==> src/rtl/hazard_ctl.sv <==
// Pipeline hazard controller: load-use stalls, branch flushes and data-memory wait freezes,
// with a saturating count of cycles in which the PC is held.
module hazard_ctl #(
  parameter int unsigned LOAD_STALLS = 1
) (
  input  logic        clk,
  input  logic        rst,
  input  logic [31:0] IF_ID_instruction_out,
  input  logic        ID_EX_mem_read,
  input  logic [4:0]  ID_EX_rt,
  input  logic        EX_branch_taken,
  input  logic        mem_req,
  input  logic        mem_ready,
  input  logic        stall_count_clr,
  output logic        pc_write,
  output logic        if_id_write,
  output logic        id_ex_write,
  output logic        id_ex_bubble,
  output logic        if_id_flush,
  output logic        ex_mem_hold,
  output logic [1:0]  state,
  output logic [15:0] stall_count
);

  typedef enum logic [1:0] {
    StRun       = 2'b00,
    StLoadStall = 2'b01,
    StMemWait   = 2'b10
  } state_e;

  state_e     state_q, state_d, ret_q, ret_d, eff_state;
  logic [1:0] cnt_q, cnt_d;
  logic [4:0] rs, rt;
  logic       hazard, memwait;
  logic       unused_instr;

  assign rs           = IF_ID_instruction_out[25:21];
  assign rt           = IF_ID_instruction_out[20:16];
  assign unused_instr = ^{IF_ID_instruction_out[31:26], IF_ID_instruction_out[15:0]};
  assign hazard  = ID_EX_mem_read && (ID_EX_rt != 5'd0) && ((ID_EX_rt == rs) || (ID_EX_rt == rt));
  assign memwait = mem_req && !mem_ready;
  assign state   = state_q;

  // MEM_WAIT acts on behalf of the state it interrupted.
  assign eff_state = (state_q == StMemWait) ? ret_q : state_q;

  always_comb begin
    pc_write     = 1'b1;
    if_id_write  = 1'b1;
    id_ex_write  = 1'b1;
    id_ex_bubble = 1'b0;
    if_id_flush  = 1'b0;
    ex_mem_hold  = 1'b0;
    state_d      = StRun;
    ret_d        = ret_q;
    cnt_d        = cnt_q;
    if (memwait) begin
      pc_write    = 1'b0;
      if_id_write = 1'b0;
      id_ex_write = 1'b0;
      ex_mem_hold = 1'b1;
      state_d     = StMemWait;
      ret_d       = eff_state;
    end else if (eff_state == StLoadStall) begin
      // EX already holds a bubble here, so branch and hazard inputs are ignored.
      pc_write     = 1'b0;
      if_id_write  = 1'b0;
      id_ex_bubble = 1'b1;
      cnt_d        = cnt_q - 2'd1;
      state_d      = (cnt_q == 2'd1) ? StRun : StLoadStall;
    end else if (EX_branch_taken) begin
      if_id_flush  = 1'b1;
      id_ex_bubble = 1'b1;
    end else if (hazard) begin
      pc_write     = 1'b0;
      if_id_write  = 1'b0;
      id_ex_bubble = 1'b1;
      if (LOAD_STALLS > 1) begin
        state_d = StLoadStall;
        cnt_d   = 2'(LOAD_STALLS - 1);
      end
    end
    if (rst) begin
      pc_write     = 1'b0;
      if_id_write  = 1'b0;
      id_ex_write  = 1'b0;
      id_ex_bubble = 1'b1;
      if_id_flush  = 1'b1;
      ex_mem_hold  = 1'b0;
    end
  end

  always_ff @(posedge clk or posedge rst) begin
    if (rst) begin
      state_q     <= StRun;
      ret_q       <= StRun;
      cnt_q       <= 2'd0;
      stall_count <= 16'd0;
    end else begin
      state_q <= state_d;
      ret_q   <= ret_d;
      cnt_q   <= cnt_d;
      if (stall_count_clr) begin
        stall_count <= 16'd0;
      end else if (!pc_write && (stall_count != 16'hFFFF)) begin
        stall_count <= stall_count + 16'd1;
      end
    end
  end

endmodule

==> config.mk <==
export PLATFORM = sky130hd
export DESIGN_NAME = hazard_ctl
export DESIGN_NICKNAME = d
export VERILOG_FILES = /design/src/rtl/hazard_ctl.sv
export SDC_FILE = /design/constraint.sdc
export NUM_CORES = 1
export LEC_CHECK = 0
export ABC_AREA = 1
export CAP_MARGIN = 30
export CORE_MARGIN = 10
export CORE_UTILIZATION = 38
export CTS_CLUSTER_SIZE = 20
export DETAILED_ROUTE_END_ITERATION = 10
export PLACE_DENSITY = 0.74
export SLEW_MARGIN = 15
export SYNTH_ARGS = -nofsm -noshare
export SYNTH_HDL_FRONTEND = slang
export SYNTH_SLANG_ARGS = --single-unit
==> constraint.sdc <==
create_clock -name clk -period 1.6 [get_ports clk]
set_clock_uncertainty 0.1 [all_clocks]
set_input_delay 0.32 -clock clk [delete_from_list [all_inputs] [get_ports clk]]
set_output_delay 0.32 -clock clk [all_outputs]
set_load 0.005 [all_outputs]
==> run metrics <==
startpoint types=flip-flop; Pre-antenna DRT Iters=7; worst vdd ir=584.5 uV; Root Driver=clkbuf_8; Synth area leaders=dfrtp_1 35%, nand2_1 14%, inv_1 8.4%, nand3_1 8.0%, nand4_1 7.6%; first-pass GRT wire length=7824 um; Die X=84 um; area share of the largest cell type after synthesis=0.3537; CTS tree=built; number of port buffers=45; CTS Hold Bufs=0; die height=84 um; most common cell after layout, fill and taps aside=nand2_1; slowest stage cell on the critical path=dfrtp_1; Max Slew Vio Count=0; vias in the first global route=1701; Rel. slew slack=0.8069; Worst path top cell family by delay=flip-flops; H-tree levels=1; total gr overflow=0; Setup TNS=-1418 ps; routed wire length per instance=14.60 um; dpl hpwl=3351 um; CP Cell Sequence=a21oi_2, nor2_4, nor3_4, nand2_4, inv_4, buf_6; post-synthesis mux area share=0; worst path bufs/invs=2; Total Power=1.472 mW; LEAKAGE=1.573 nW; worst-case clock buffer depth=2; drt total wl=5388 um; Seq/Total Area, Yosys=0.3537; vias=1869; Final nets=367; synthesized flop and latch total=22; DRT iter0 DRCs=169; Final Core Density=0.6626; failing checks=setup timing; Crit Path Max Fanout=4; Worst Path Required=1180 ps; arrival time worst endpoint=1400 ps; clock sinks=22; layout overhead on the synthesized area=69.05%; Post-Place Cells=340; Post-Synthesis Cells=226; row cnt=23; Detail Route Antenna Nets=0; Die Area=7056 sq um; Crit. Startpoint=state[1]$_DFF_PP0_; Finished Cell Area=2631 sq um; Boundary Pins=68; final setup vio count=12; Max Freq=548.8 MHz; Synth cell types=23; status=finished, violations left; Placed Instance Area=2250 sq um; XOR/XNOR Fraction of Synth Area=0.09566; initial antenna violation count=0; GP Congestion=0.8793; Post-Syn Area=1556 sq um; largest family of logic cells by synthesized area=simple AND/OR/NAND/NOR gates; Tmin final=1822 ps; drc violations=0; Final Hold Fails=0; Antenna diodes=0; Tcrit/Tclk final=1.139; Starting Density=0.3919; type of the worst min-delay path=in -> async; Post-Synth Adder-Cell Area=0.01608; GRT Total Usage=0.1277; Power Density=559.3 nW/um^2; vias per inst=5.065; kind of critical path=reg -> out; slew of the pin with the lowest slew margin=289.6 ps; largest net degree at the start of global routing=33; Avg Cell Area, Syn=6.887 sq um; share of cells above drive strength 1=0.3041; most frequent cells in the layout=55 x nand2_1, 37 x buf_4, 30 x inv_1; critical path's largest stage delay=420 ps; simple-gate share of the synthesized area=0.3979; total CTS buffers=3; Yosys top cell by area=dfrtp_1; element type at the critical path end=output port; FF-to-FF Start=state[1]$_DFF_PP0_; Post-Syn Nets=272; worst setup margin=-222.2 ps; clock-pin slew on the worst setup and hold paths=80 ps; Core Region=3971 sq um; YS warnings=0; Worst-Skew Late Latency=260 ps; compound-gate portion of the synthesized area=0.02572; max-capacitance violation count=0; unrepaired setup endpoints after global routing=yes; Post-Layout Cell Count=369
==> layout make-up <==
class | instances | area [sq um]
fill | 328 | 1340
multi-input combinational | 163 | 967.2
timing repair buffer | 96 | 873.3
sequential | 22 | 553.0
inverter | 35 | 133.9
tap | 50 | 62.56
clock buffer | 3 | 41.29
==> stage by stage <==
stage,setup slack (ps),hold slack [ps]
floorplan,-77.46,217.6
global placement,-811.4,367.7
CTS,-207.5,270.9
finish,-222.2,269.8
detailed placement,-808.5,376.5
global route,-309.4,309.1
==> state kept, by name, summed over array words and instances (netlist names) <==
signal and cells:
state 2, ret_q 2, stall_count 16, cnt_q 2
==> tightest hold or removal path, delay by kind of cell <==
family	cells	cell delay, ps
buffers and inverters	3	700
==> cell families (layout without fill, tap and decap cells) <==
| kind of cell | after synthesis | in the layout |
|---|---|---|
| adder cells (fa/ha/maj) | 2 | 2 |
| AND/OR/NAND/NOR | 136 | 137 |
| flip-flops | 22 | 22 |
| buffers and inverters | 42 | 134 |
| AO/OA/AOI/OAI | 7 | 7 |
| XOR/XNOR | 17 | 17 |
==> path summary, 6_finish.rpt <==
path,end,slack [ps],depth (start not counted)
hold / removal,stall_count[10]$_DFFE_PP0P_,270,3
hold reg to reg,cnt_q[0]$_DFFE_PP0P_,400,1
max in group asynchronous,stall_count[11]$_DFFE_PP0P_,890,3
setup / recovery,pc_write,-220,6
min in group clk,cnt_q[0]$_DFFE_PP0P_,400,1
setup reg to reg,stall_count[3]$_DFFE_PP0P_,-100,9
==> timing repair <==
| item | CTS | global route |
|---|---|---|
| buffers inserted | 11 | 11 |
| setup endpoints to repair | 39 | 25 |
| pin swaps | 16 | 34 |
| hold endpoints to repair | 0 | 0 |
| resized for setup | 67 | 48 |
| cloned | 0 | 4 |
==> report_power, final <==
part,switching [mW],internal [mW],leakage (nW)
registers,0.0288,0.599,0.295
logic,0.237,0.260,1.26
clock network,0.178,0.168,0.0216
==> routing by layer <==
layer | vias to the layer above | global-route usage | part of all wire
li1 | 913 | - | -
met1 | 876 | 0.1382 | 0.38
met2 | 68 | 0.2334 | 0.53
met3 | 12 | 0.03906 | 0.070
met4 | 0 | 0.03196 | 0.018
met5 | - | 0 | 0
==> cells in the mapped netlist <==
cell type  count
buf_2          3
ha_1           2
nand2_2        3
nand3_1       25
buf_4          1
dfrtp_1       22
o21ai_0        2
xor2_1        13
o21a_1         1
buf_1          2
nor2_2         1
buf_6          1
nor3_2         1
nand3b_1       1
nand2_1       59
nor2_1        24
nor3_1         2
o31ai_1        1
nand4_1       19
inv_1         35
xnor2_1        4
a21oi_1        3
nand2_4        1
Power figures use the tool's default switching activity.
